File: src/rtl/adc_disp_pkg.sv
// Shared definitions for the ADC millivolt display path.
// Contents:
//   - Conversion widths and iteration counts.
//   - FSM state codes, kept as plain 2-bit constants.
//   - dabble_adjust(): the add-3 correction applied before each double-dabble shift.
package adc_disp_pkg;

  localparam int unsigned MUL_STEPS  = 8;
  localparam int unsigned BIN_W      = 14;
  localparam int unsigned PROD_W     = 22;
  localparam int unsigned BCD_DIGITS = 4;
  localparam int unsigned BCD_W      = 4 * BCD_DIGITS;

  typedef logic [1:0] state_t;

  localparam state_t StIdle  = 2'd0;
  localparam state_t StMul   = 2'd1;
  localparam state_t StRound = 2'd2;
  localparam state_t StBcd   = 2'd3;

  // Add 3 to every BCD digit that is 5 or more.
  // After the following shift, such a digit carries correctly into the next digit.
  function automatic logic [BCD_W-1:0] dabble_adjust(input logic [BCD_W-1:0] bcd);
    logic [BCD_W-1:0] res;
    res = bcd;
    for (int i = 0; i < BCD_DIGITS; i++) begin
      if (bcd[4*i +: 4] >= 4'd5) begin
        res[4*i +: 4] = bcd[4*i +: 4] + 4'd3;
      end
    end
    return res;
  endfunction

endpackage

File: src/rtl/bcd_double_dabble.sv
// Iterative binary-to-BCD converter (double dabble), one iteration per cycle.
// Timing: a start pulse loads the operand. The next BIN_W cycles each perform one
// add-3/shift step.
// Ports:
//   sysclk   - clock
//   reset    - synchronous active-high reset
//   start_i  - load bin_i and begin a conversion
//   bin_i    - 14-bit binary operand
//   bcd_o    - 4-digit BCD result, valid while done_o is high
//   done_o   - high during the final iteration cycle
// Output behaviour: bcd_o is the post-shift value of the current iteration. The parent can
// therefore capture the result on the same edge that completes the last step.
module bcd_double_dabble
  import adc_disp_pkg::*;
(
  input  logic              sysclk,
  input  logic              reset,
  input  logic              start_i,
  input  logic [BIN_W-1:0]  bin_i,
  output logic [BCD_W-1:0]  bcd_o,
  output logic              done_o
);

  logic [BIN_W-1:0] bin_q, bin_d;
  logic [BCD_W-1:0] bcd_q, bcd_d;
  logic [3:0]       cnt_q;
  logic             run_q;
  logic [BCD_W+BIN_W-1:0] shifted;

  always_comb begin
    shifted = {dabble_adjust(bcd_q), bin_q} << 1;
    bcd_d   = shifted[BCD_W+BIN_W-1:BIN_W];
    bin_d   = shifted[BIN_W-1:0];
  end

  assign done_o = run_q && (cnt_q == 4'(BIN_W - 1));
  assign bcd_o  = bcd_d;

  always_ff @(posedge sysclk) begin
    if (reset) begin
      bin_q <= '0;
      bcd_q <= '0;
      cnt_q <= '0;
      run_q <= 1'b0;
    end else if (start_i) begin
      bin_q <= bin_i;
      bcd_q <= '0;
      cnt_q <= '0;
      run_q <= 1'b1;
    end else if (run_q) begin
      bin_q <= bin_d;
      bcd_q <= bcd_d;
      cnt_q <= cnt_q + 4'd1;
      if (done_o) begin
        run_q <= 1'b0;
      end
    end
  end

endmodule

File: src/rtl/adc_mv_bcd.sv
// Converts 8-bit PCF8591 ADC codes into a 4-digit BCD millivolt value for the
// 7-segment driver.
// Conversion: mv = (code*VREF_MV + 128) >> 8.
//   - Scaling uses an 8-step shift-add multiplier.
//   - The rounding step is followed by a 14-step double dabble.
// Latency: 24 cycles from in_valid to out_valid.
// Pending buffer: one entry, holding the latest sample that arrived while busy.
// Optional feature: define ADC_AVG_EN to apply a 4-sample moving average to incoming samples.
// Ports:
//   sysclk    - 50 MHz clock
//   reset     - synchronous active-high reset
//   in_valid  - strobe, in_data holds a new ADC code
//   in_data   - ADC code 0..255
//   bcd_out   - {thousands, hundreds, tens, units}
//   out_valid - one-cycle pulse when bcd_out updates
//   busy      - conversion in progress
module adc_mv_bcd
  import adc_disp_pkg::*;
#(
  parameter int unsigned VREF_MV = 3300
) (
  input  logic        sysclk,
  input  logic        reset,
  input  logic        in_valid,
  input  logic [7:0]  in_data,
  output logic [15:0] bcd_out,
  output logic        out_valid,
  output logic        busy
);

  localparam logic [PROD_W-1:0] VrefExt = PROD_W'(VREF_MV);

  state_t            state_q, state_d;
  logic [7:0]        code_q, code_d;
  logic [PROD_W-1:0] mcand_q, mcand_d;
  logic [PROD_W-1:0] prod_q, prod_d;
  logic [2:0]        step_q, step_d;
  logic              pend_valid_q, pend_valid_d;
  logic [7:0]        pend_code_q, pend_code_d;
  logic [15:0]       bcd_out_q, bcd_out_d;
  logic              out_valid_q, out_valid_d;

  logic [7:0]        new_code;
  logic [BIN_W-1:0]  mv;
  logic [BCD_W-1:0]  dd_bcd;
  logic              dd_done;

`ifdef ADC_AVG_EN
  // The three previous samples are stored.
  // Together with in_data they form the 4-entry window.
  logic [7:0] hist0_q, hist1_q, hist2_q;
  logic       hist_init_q;
  logic [9:0] sum;

  always_comb begin
    if (hist_init_q) begin
      sum = {2'b00, in_data} + {2'b00, hist0_q} + {2'b00, hist1_q} + {2'b00, hist2_q};
    end else begin
      sum = {in_data, 2'b00};
    end
    new_code = 8'(sum >> 2);
  end

  always_ff @(posedge sysclk) begin
    if (reset) begin
      hist0_q     <= '0;
      hist1_q     <= '0;
      hist2_q     <= '0;
      hist_init_q <= 1'b0;
    end else if (in_valid) begin
      hist_init_q <= 1'b1;
      hist0_q     <= in_data;
      hist1_q     <= hist_init_q ? hist0_q : in_data;
      hist2_q     <= hist_init_q ? hist1_q : in_data;
    end
  end
`else
  assign new_code = in_data;
`endif

  // Rounding and the >>8 truncation happen in the single ROUND cycle.
  assign mv = BIN_W'((prod_q + PROD_W'(128)) >> 8);

  bcd_double_dabble u_dabble (
    .sysclk  (sysclk),
    .reset   (reset),
    .start_i (state_q == StRound),
    .bin_i   (mv),
    .bcd_o   (dd_bcd),
    .done_o  (dd_done)
  );

  always_comb begin
    state_d      = state_q;
    code_d       = code_q;
    mcand_d      = mcand_q;
    prod_d       = prod_q;
    step_d       = step_q;
    pend_valid_d = pend_valid_q;
    pend_code_d  = pend_code_q;
    bcd_out_d    = bcd_out_q;
    out_valid_d  = 1'b0;

    if (in_valid && (state_q != StIdle)) begin
      pend_valid_d = 1'b1;
      pend_code_d  = new_code;
    end

    unique case (state_q)
      StIdle: begin
        // A fresh sample takes priority.
        // Any pending sample is older, so it is discarded.
        if (in_valid || pend_valid_q) begin
          code_d       = in_valid ? new_code : pend_code_q;
          pend_valid_d = 1'b0;
          mcand_d      = VrefExt;
          prod_d       = '0;
          step_d       = '0;
          state_d      = StMul;
        end
      end
      StMul: begin
        if (code_q[0]) begin
          prod_d = prod_q + mcand_q;
        end
        mcand_d = mcand_q << 1;
        code_d  = code_q >> 1;
        step_d  = step_q + 3'd1;
        if (step_q == 3'(MUL_STEPS - 1)) begin
          state_d = StRound;
        end
      end
      StRound: state_d = StBcd;
      StBcd: begin
        if (dd_done) begin
          bcd_out_d   = dd_bcd;
          out_valid_d = 1'b1;
          state_d     = StIdle;
        end
      end
      default: state_d = StIdle;
    endcase
  end

  always_ff @(posedge sysclk) begin
    if (reset) begin
      state_q      <= StIdle;
      code_q       <= '0;
      mcand_q      <= '0;
      prod_q       <= '0;
      step_q       <= '0;
      pend_valid_q <= 1'b0;
      pend_code_q  <= '0;
      bcd_out_q    <= '0;
      out_valid_q  <= 1'b0;
    end else begin
      state_q      <= state_d;
      code_q       <= code_d;
      mcand_q      <= mcand_d;
      prod_q       <= prod_d;
      step_q       <= step_d;
      pend_valid_q <= pend_valid_d;
      pend_code_q  <= pend_code_d;
      bcd_out_q    <= bcd_out_d;
      out_valid_q  <= out_valid_d;
    end
  end

  assign bcd_out   = bcd_out_q;
  assign out_valid = out_valid_q;
  assign busy      = (state_q != StIdle);

endmodule

File: config.mk
export PLATFORM = sky130hd
export DESIGN_NAME = adc_mv_bcd
export DESIGN_NICKNAME = d
export VERILOG_FILES = /design/src/rtl/adc_disp_pkg.sv /design/src/rtl/bcd_double_dabble.sv /design/src/rtl/adc_mv_bcd.sv
export SDC_FILE = /design/constraint.sdc
export NUM_CORES = 1
export LEC_CHECK = 0
export CORE_ASPECT_RATIO = 1.5
export CORE_MARGIN = 8
export CORE_UTILIZATION = 63
export CTS_CLUSTER_SIZE = 20
export DETAILED_ROUTE_END_ITERATION = 10
export GPL_ROUTABILITY_DRIVEN = 0
export PLACE_DENSITY = 0.95
export SETUP_SLACK_MARGIN = 0.5
export SLEW_MARGIN = 40
export SYNTH_ARGS = -nofsm -noshare
export SYNTH_HDL_FRONTEND = slang
export SYNTH_SLANG_ARGS = --single-unit
File: constraint.sdc
create_clock -name sysclk -period 3.5 [get_ports sysclk]
set_input_delay 0.525 -clock sysclk [delete_from_list [all_inputs] [get_ports sysclk]]
set_output_delay 0.525 -clock sysclk [all_outputs]
set_load 0.05 [all_outputs]
==> results of run 1 <==
-- metrics by stage --
stage | instance area, µm² | total power [µW]
finish | 6694 | 4650
detailed placement | 6093 | 2853
global placement | 6090 | 2753
CTS | 6681 | 4592
global route | 6694 | 4829
floorplan | 5788 | 2570
-- sequential cells by signal, summed over array words and instances (netlist names), 2 cells and up --
register,flops
bcd_out,16
code_q,8
mcand_q,20
pend_code_q,8
prod_q,20
state_q,2
step_q,3
u_dabble.bcd_q,16
u_dabble.bin_q,14
u_dabble.cnt_q,4
-- cell usage after synthesis, types with 17 or more instances --
master | instances | area [µm²]
clkbuf_1 | 31 | 116.4
nand2_1 | 84 | 315.3
a211oi_1 | 33 | 247.7
inv_1 | 19 | 71.32
o21ai_0 | 37 | 185.2
a22oi_1 | 23 | 172.7
dfxtp_1 | 114 | 2282
mux2i_1 | 30 | 300.3
ha_1 | 36 | 450.4
nor2b_1 | 17 | 106.4
xnor2_1 | 17 | 148.9
a21oi_1 | 52 | 260.3
nor2_1 | 78 | 292.8
-- timing repair --
| item | 4_1_cts | 5_1_grt |
|---|---|---|
| resized for setup | 0 | 1 |
| buffers inserted | 0 | 0 |
| setup endpoints to repair | 0 | 1 |
-- power groups by stage --
stage	registers (µW)	clock network, µW	logic, µW
2_1_floorplan	1600	0	969
4_1_cts	1640	1710	1240
3_3_place_gp	1640	0	1110
3_5_place_dp	1650	0	1200
5_1_grt	1650	1770	1410
6_report	1650	1710	1290
-- worst max-delay path by stage --
stage	endpoint
floorplan	prod_q[14]$_SDFFE_PP0P_
global placement	prod_q[19]$_SDFFE_PP0P_
detailed placement	prod_q[19]$_SDFFE_PP0P_
CTS	prod_q[19]$_SDFFE_PP0P_
global route	prod_q[19]$_SDFFE_PP0P_
finish	busy
-- per-layer routing --
| layer | wire, µm | share of wire |
|---|---|---|
| met4 | 904 | 0.058 |
| met1 | 5595 | 0.36 |
| met3 | 960 | 0.062 |
| met2 | 8017 | 0.52 |
| met5 | 0 | 0 |
-- area by class of cell --
cell class / count / area [µm²]
clock buffers: 20 / 456.7
flip-flops and latches: 114 / 2283
fillers: 542 / 2399
multi-input cells: 515 / 3288
well taps: 112 / 140.1
inverters: 19 / 71.32
clock inverters: 12 / 131.4
repair buffers: 34 / 322.8
-- cell families (layout without fill, tap and decap cells) --
logic type,after synthesis,count (layout),synth area share
AND/OR/NAND/NOR,234,234,0.1840
AO/OA/AOI/OAI,183,183,0.2017
flip-flops,114,114,0.3943
buffers and inverters,56,85,0.03999
adder cells (fa/ha/maj),37,37,0.08128
XOR/XNOR,31,31,0.04691
multiplexers,30,30,0.05188
-- critical path, stage by stage, from the launching register on --
cell and delay [ps]:
dfxtp_1 400, inv_1 90, ha_1 300, inv_1 180, clkdlybuf4s50_1 870
==> out/results.txt, run 1 <==
Outcome - finished, final reports clean
Part of the power in registers - 0.354
Gr ovfl total - 0
Initial DRC count - 535
Post-route ant nets - 0
Post-DP HPWL - 9408 µm
Total number of vias - 5453
Met3 Use GR - 0.06137
Hold path depth - 2
#FFs+latches synth - 114
Most common cell after layout, fill and taps aside - dfxtp_1
RR Startpoint - state_q[1]$_SDFFE_PP0P_
RSZ-0062 raised after global routing - false
Sw power - 1635 µW
Die ar. - 12570 µm²
Clock share of power - 0.369
Layout cells sized above 1 - 0.06863
Inserted Diodes - 0
Post-Place Cells - 794
Initial antenna violation count - 0
Synthesized area per cell - 8.450 µm²
Final net count - 749
Crit path from - state_q[0]$_SDFFE_PP0P_
R2R Path End - prod_q[20]$_SDFFE_PP0P_
Die W - 94.26 µm
Worst-Margin Slew - 778.8 ps
Number of global-route vias before repair - 5454
Die height - 133.4 µm
Syn. warnings - 0
Root Buffer - clkbuf_16
Final WS setup - 713.3 ps
CORE AREA - 9092 µm²
Worst Path Arrival - 2260 ps
Final period utilization - 0.7962
Max_slew headroom - 0.4797
Gate power share - 0.278
Clock latency on the worst-skew pair - 420 ps
Setup TNS Final - 0 ps
First-pass GRT wire length - 25000 µm
Worst Hold Launch - bcd_out[13]$_SDFFE_PP0P_
Syn_nets - 733
FMAX - 0.3588 GHz
Cells after Synth - 685
Worst hold slack - 462.3 ps
Post-Route WL - 15480 µm
CTS tree - yes
DRC Markers - 0
Async S/R FF share, synth - 0
Netlist cell types - 51
Maximum clock path buffer count - 2
Max FO, Critical Path - 7
Maximum resistive drop on vdd - 0.0005506 V
Routed len/inst - 18.74 µm
Max Slew Vio Count - 0
R2R depth - 8
P per Cell Area - 694.6 nW/µm²
GR peak layer - met2
DRT Pass-1 Iters - 7
Register area share after synthesis - 0.3943
I/O Buffers - 28
Setup Skew - 10.38 ps
Starting Density - 0.6366
Syn Std Cell Area - 5788 µm²
Fin util - 0.7362
Commonest non-fill, non-tap cells in the layout - dfxtp_1, nand2_1, nor2_1
Hold_buf cts - 0
Final Hold Violating Endpoints - 0
Routing usage on met1 - 0.2400
Clock buffer count from CTS - 17
H-tree levels - 4
Switching Fraction - 0.3516
Register clock-pin slew on the reported worst setup and hold paths - 60 ps
DR vias/cell - 6.602
Min cycle time layout - 2787 ps
Pint - 3015 µW
M2 GR Usage - 0.4325
Worst min-delay path category - flip-flop to flip-flop
Overall routing resource usage - 0.2463
Startpoint Class - flip-flop
Rows - 43
Required @ worst endpoint - 2970 ps
Clock Sink Count - 114
I/O Pins - 29
Max-cap violations - 0
Post-synth EDFFs - 0
CP endpoint kind - primary output
P_leak - 0.002550 µW
Fin cells - 826
Largest net degree at the start of global routing - 57
Area grow syn2layout - 15.65%
Hold worst-path end - bcd_out[13]$_SDFFE_PP0P_
Setup-failing EPs final - 0
Dpl ws - 735.4 ps
Critical path class - flip-flop to primary output
R2r setup slk - 780 ps
Main synth FF type - dfxtp_1
Note: power is estimated with default switching activity, not from simulation.
==> run 2: changes to the inputs <==
--- a/config.mk
+++ b/config.mk
@@ -7,11 +7,11 @@
 export LEC_CHECK = 0
 export CORE_ASPECT_RATIO = 1.5
 export CORE_MARGIN = 8
-export CORE_UTILIZATION = 63
+export CORE_UTILIZATION = 54
 export CTS_CLUSTER_SIZE = 20
 export DETAILED_ROUTE_END_ITERATION = 10
 export GPL_ROUTABILITY_DRIVEN = 0
-export PLACE_DENSITY = 0.95
+export PLACE_DENSITY = 0.88
 export SETUP_SLACK_MARGIN = 0.5
 export SLEW_MARGIN = 40
 export SYNTH_ARGS = -nofsm -noshare
==> constraint.sdc (replaced) <==
create_clock -name sysclk -period 2.35 [get_ports sysclk]
set_input_delay 0.3525 -clock sysclk [delete_from_list [all_inputs] [get_ports sysclk]]
set_output_delay 0.3525 -clock sysclk [all_outputs]
set_load 0.05 [all_outputs]
==> out/results.txt, run 2 (synthesis results as in run 1) <==
CP endpoint kind - flip-flop
Most common cell after layout, fill and taps aside - dfxtp_1
I/O Buffers - 28
I/O Pins - 29
P_leak - 0.002775 µW
H-tree levels - 4
Overall routing resource usage - 0.2119
Worst Hold Launch - reset
Routed len/inst - 17.20 µm
Final period utilization - 0.9478
FMAX - 0.4490 GHz
Crit path from - mcand_q[2]$_SDFFE_PP0P_
Total number of vias - 5324
Worst-Margin Slew - 515.9 ps
Rows - 46
CP top delay family - compound AO/OA/AOI/OAI gates
Startpoint Class - flip-flop
Pwr Total - 7088 µW
Register clock-pin slew on the reported worst setup and hold paths - 50 ps
Starting Density - 0.5495
Setup-failing EPs final - 0
Post-DP HPWL - 9276 µm
Max FO, Critical Path - 2
CTS tree - yes
CORE AREA - 10530 µm²
Layout cells sized above 1 - 0.1768
Min cycle time layout - 2227 ps
Setup TNS Final - 0 ps
Worst Path Arrival - 2530 ps
Fillers - 699
Area grow syn2layout - 24.56%
Largest net degree at the start of global routing - 46
Hold_buf cts - 0
Critical path class - flip-flop to flip-flop
Cell Chain, Critical Path - ha_4, fa_2, a211oi_2, o21bai_2, a211oi_2, o21ai_1, a21oi_1, xnor2_1, a22o_1
Die W - 100.5 µm
DRT Pass-1 Iters - 5
Final net count - 776
Inserted Diodes - 0
First-pass GRT wire length - 24120 µm
DRC Markers - 0
Worst min-delay path category - primary input to flip-flop
Required @ worst endpoint - 2650 ps
Gr ovfl total - 0
Maximum resistive drop on vdd - 0.0006426 V
Multi-input gate area - 3558 µm²
Root Buffer - clkbuf_16
Most frequent CP cell - a211oi_2
Post-route ant nets - 0
P per Cell Area - 983.2 nW/µm²
Initial antenna violation count - 0
Largest regs - mcand_q: 20 flops, prod_q: 20 flops
Crit path buf inv count - 0
CP peak stage delay - 370 ps
Setup Skew - 8.624 ps
Commonest non-fill, non-tap cells in the layout - dfxtp_1, nand2_1, nor2_1
Clock buffer count from CTS - 17
Die height - 142.8 µm
Initial DRC count - 397
Max_slew headroom - 0.6574
Outcome - finished, final reports clean
Clock Sink Count - 114
Slowest-stage cell, CP - fa_2
Number of global-route vias before repair - 5252
Post-Route WL - 15220 µm
Max Slew Vio Count - 0
Final Hold Violating Endpoints - 0
Maximum clock path buffer count - 2
RR Startpoint - mcand_q[2]$_SDFFE_PP0P_
Die ar. - 14360 µm²
RSZ-0062 raised after global routing - true
Reg area - 2317 µm²
DR vias/cell - 6.016
Clock latency on the worst-skew pair - 420 ps
Max-cap violations - 0
[run 2: cell count changes in the layout (fill, tap and decap cells not counted), sizes merged]
| cell | before | now |
|---|---|---|
| clkbuf | 20 | 22 |
| inv | 21 | 20 |
| clkinv | 4 | 6 |
| dlygate4sd2 | 0 | 17 |
| buf | 7 | 33 |
| clkdlybuf4s50 | 27 | 9 |
| bufinv | 2 | 1 |
[run 2: final timing paths]
kind / to / slack (ps) / cells after the start
max reg2reg: prod_q[14]$_SDFFE_PP0P_ / 120 / 9
max: prod_q[14]$_SDFFE_PP0P_ / 120 / 9
min: prod_q[8]$_SDFFE_PP0P_ / 360 / 2
min reg2reg: bcd_out[1]$_SDFFE_PP0P_ / 450 / 2
[run 2: layout make-up]
cell class                      instances  area share
Timing Repair Buffer                   61     0.07046
Inverter                               19    0.009892
Sequential cell                       114      0.3214
Multi-Input combinational cell        515      0.4936
Clock buffer                           20     0.06491
Clock inverter                         12     0.01475
Tap cell                              144     0.02499
[run 2: power by group]
group | switching, µW | total (µW) | leakage [µW] | internal (µW)
combinational | 1310 | 2150 | 0.00157 | 838
clock | 918 | 2460 | 0.000273 | 1540
sequential | 258 | 2480 | 0.000933 | 2220
total | 2490 | 7090 | 0.00278 | 4600
[run 2: repair_timing]
item                       in CTS  in global routing
pin swaps                      22                 12
buffers inserted               11                  5
gates resized for setup        50                 22
setup endpoints to repair      31                 23
gates cloned                    0                  1
[run 2: metal layers]
metal,up-vias,global-route usage,wire length [µm]
met5,-,0,0
met4,0,0.1360,800
met3,73,0.05214,824
met2,222,0.3943,8037
met1,2508,0.2004,5560
li1,2521,-,-
[run 2: stage by stage]
step	setup WS, ps	cells	utilization	hold WS, ps	area, µm²
finish	122.6	885	0.6845	358.2	7209
global route	39.75	885	0.6845	369.8	7209
CTS	240.9	879	0.6738	344.3	7097
detailed placement	144.2	836	0.6010	450.6	6330
global placement	224.3	836	0.6010	443.5	6330
floorplan	330.5	685	-	435.6	5923
==> run 3: changes to the inputs <==
--- a/config.mk
+++ b/config.mk
@@ -12,7 +12,6 @@
 export DETAILED_ROUTE_END_ITERATION = 10
 export GPL_ROUTABILITY_DRIVEN = 0
 export PLACE_DENSITY = 0.88
-export SETUP_SLACK_MARGIN = 0.5
 export SLEW_MARGIN = 40
 export SYNTH_ARGS = -nofsm -noshare
 export SYNTH_HDL_FRONTEND = slang
==> out/results.txt, run 3 (synthesis results as in run 1) <==
Startpoint Class - flip-flop
DR vias/cell - 5.898
Slowest-stage cell, CP - ha_2
CP peak stage delay - 420 ps
Pint - 4957 µW
Register clock-pin slew on the reported worst setup and hold paths - 50 ps
Starting Density - 0.5495
Post-DP HPWL - 9261 µm
Crit path buf inv count - 0
Area grow syn2layout - 20.80%
First-pass GRT wire length - 22670 µm
Initial antenna violation count - 0
Worst-Margin Slew - 548.6 ps
Final period utilization - 0.9889
H-tree levels - 4
DRT Pass-1 Iters - 5
Max Slew Vio Count - 0
Post-route ant nets - 0
Worst hold slack - 405.4 ps
R2R Path End - prod_q[19]$_SDFFE_PP0P_
CP top delay family - simple AND/OR/NAND/NOR gates
Number of global-route vias before repair - 5170
DRC Markers - 0
Clock share of power - 0.401
Max FO, Critical Path - 6
Routed len/inst - 15.70 µm
Commonest non-fill, non-tap cells in the layout - dfxtp_1, nand2_1, nor2_1
Gate power share - 0.267
Total number of vias - 5184
Max_slew headroom - 0.6343
Die W - 100.5 µm
R2R depth - 8
Final net count - 770
Part of the power in registers - 0.333
Finished layout cell area - 6992 µm²
Root Buffer - clkbuf_16
I/O Buffers - 28
Setup-failing EPs final - 0
Sw power - 2328 µW
Final Hold Violating Endpoints - 0
Cell Chain, Critical Path - ha_2, and3_1, nand2_1, a21oi_1, nor2_2, o221a_2, or4_1, nand3_1
Critical path class - flip-flop to flip-flop
Initial DRC count - 281
Hold_buf cts - 0
P_leak - 0.002697 µW
Clock Sink Count - 114
RR Startpoint - prod_q[9]$_SDFFE_PP0P_
WP depth - 8
Area after DPL - 6270 µm²
I/O Pins - 29
Most common cell after layout, fill and taps aside - dfxtp_1
Setup TNS Final - 0 ps
CTS tree - yes
Clock buffer count from CTS - 17
Required @ worst endpoint - 2710 ps
Final WS setup - 26.12 ps
Post-Place Cells - 845
Switching Fraction - 0.3195
Overall routing resource usage - 0.1973
Fillers - 753
Min cycle time layout - 2324 ps
Max-cap violations - 0
Die ar. - 14360 µm²
Worst Path Arrival - 2680 ps
Post-Route WL - 13800 µm
Worst min-delay path category - primary input to flip-flop
Clock latency on the worst-skew pair - 420 ps
Die height - 142.8 µm
Gr ovfl total - 0
CORE AREA - 10530 µm²
Setup Skew - 7.755 ps
Maximum resistive drop on vdd - 0.0006512 V
Crit path to - prod_q[19]$_SDFFE_PP0P_
Layout cells sized above 1 - 0.1048
Maximum clock path buffer count - 2
R2r setup slk - 30 ps
FMAX - 0.4303 GHz
Crit path from - prod_q[9]$_SDFFE_PP0P_
Rows - 46
Fin cells - 879
Largest regs - mcand_q: 20 flops, prod_q: 20 flops
Largest net degree at the start of global routing - 48
Inserted Diodes - 0
P per Cell Area - 1042 nW/µm²
Dpl ws - -75.68 ps
CP endpoint kind - flip-flop
Outcome - finished, final reports clean
[run 3: changes by cell type in the layout (fill, tap and decap cells not counted), moves of 5 or more]
cell / delta
clkdlybuf4s50_1: +17
o21ai_0: +10
dfxtp_4: -5
dfxtp_2: -12
bufinv_16: +5
dfxtp_1: +17
ha_1: +13
dlygate4sd2_1: -17
o21ai_1: -6
ha_4: -11
[run 3: timing repair]
action	CTS	global route
setup buffers	0	2
endpoints found under the setup margin	2	7
endpoints found under the hold margin	0	0
pin swaps	1	7
gates resized for setup	2	9
[run 3: worst reg2reg max path, cell delays in order (launching register included)]
cell     delay, ps
dfxtp_1        370
ha_2           420
and3_1         220
nand2_1         80
a21oi_1        240
nor2_2         120
o221a_2        330
or4_1          390
nand3_1         90
[run 3: worst min-delay path by stage]
stage / to / startpoint / slack [ps] / cells past startpoint
floorplan: prod_q[4]$_SDFFE_PP0P_ / prod_q[4]$_SDFFE_PP0P_ / 440 / 2
CTS: mcand_q[19]$_SDFFE_PP0P_ / reset / 400 / 2
detailed placement: bcd_out[5]$_SDFFE_PP0P_ / bcd_out[5]$_SDFFE_PP0P_ / 450 / 2
finish: mcand_q[13]$_SDFFE_PP0P_ / reset / 410 / 2
global placement: code_q[4]$_SDFFE_PP0P_ / code_q[4]$_SDFFE_PP0P_ / 440 / 2
global route: mcand_q[17]$_SDFFE_PP0P_ / reset / 430 / 2
[run 3: area by class of cell]
| type | count | area (µm²) | area share |
|---|---|---|---|
| clock inverter | 13 | 231.5 | 0.03311 |
| timing repair buffer | 55 | 475.5 | 0.06800 |
| multi-input combinational | 515 | 3307 | 0.4730 |
| clock buffer | 19 | 442.9 | 0.06335 |
| inverter | 19 | 71.32 | 0.01020 |
| sequential | 114 | 2283 | 0.3266 |
| tap | 144 | 180.2 | 0.02577 |
[run 3: through the flow]
step / total power (µW) / util
floorplan: 3827 / -
global placement: 4213 / 0.5953
detailed placement: 4325 / 0.5953
CTS: 7271 / 0.6600
global route: 7627 / 0.6638
finish: 7284 / 0.6638
[run 3: power by group through the flow]
stage	combinational (µW)	clock [µW]	sequential (µW)
2_1_floorplan	1440	0	2380
3_3_place_gp	1780	0	2430
3_5_place_dp	1870	0	2450
4_1_cts	1920	2940	2420
5_1_grt	2140	3040	2460
6_report	1940	2920	2420
[run 3: metal layers]
metal	vias up	part of all wire	global-route usage
met4	0	0.043	0.1176
li1	2505	-	-
met5	-	0	0
met2	187	0.53	0.3672
met3	55	0.053	0.05750
met1	2437	0.38	0.1845
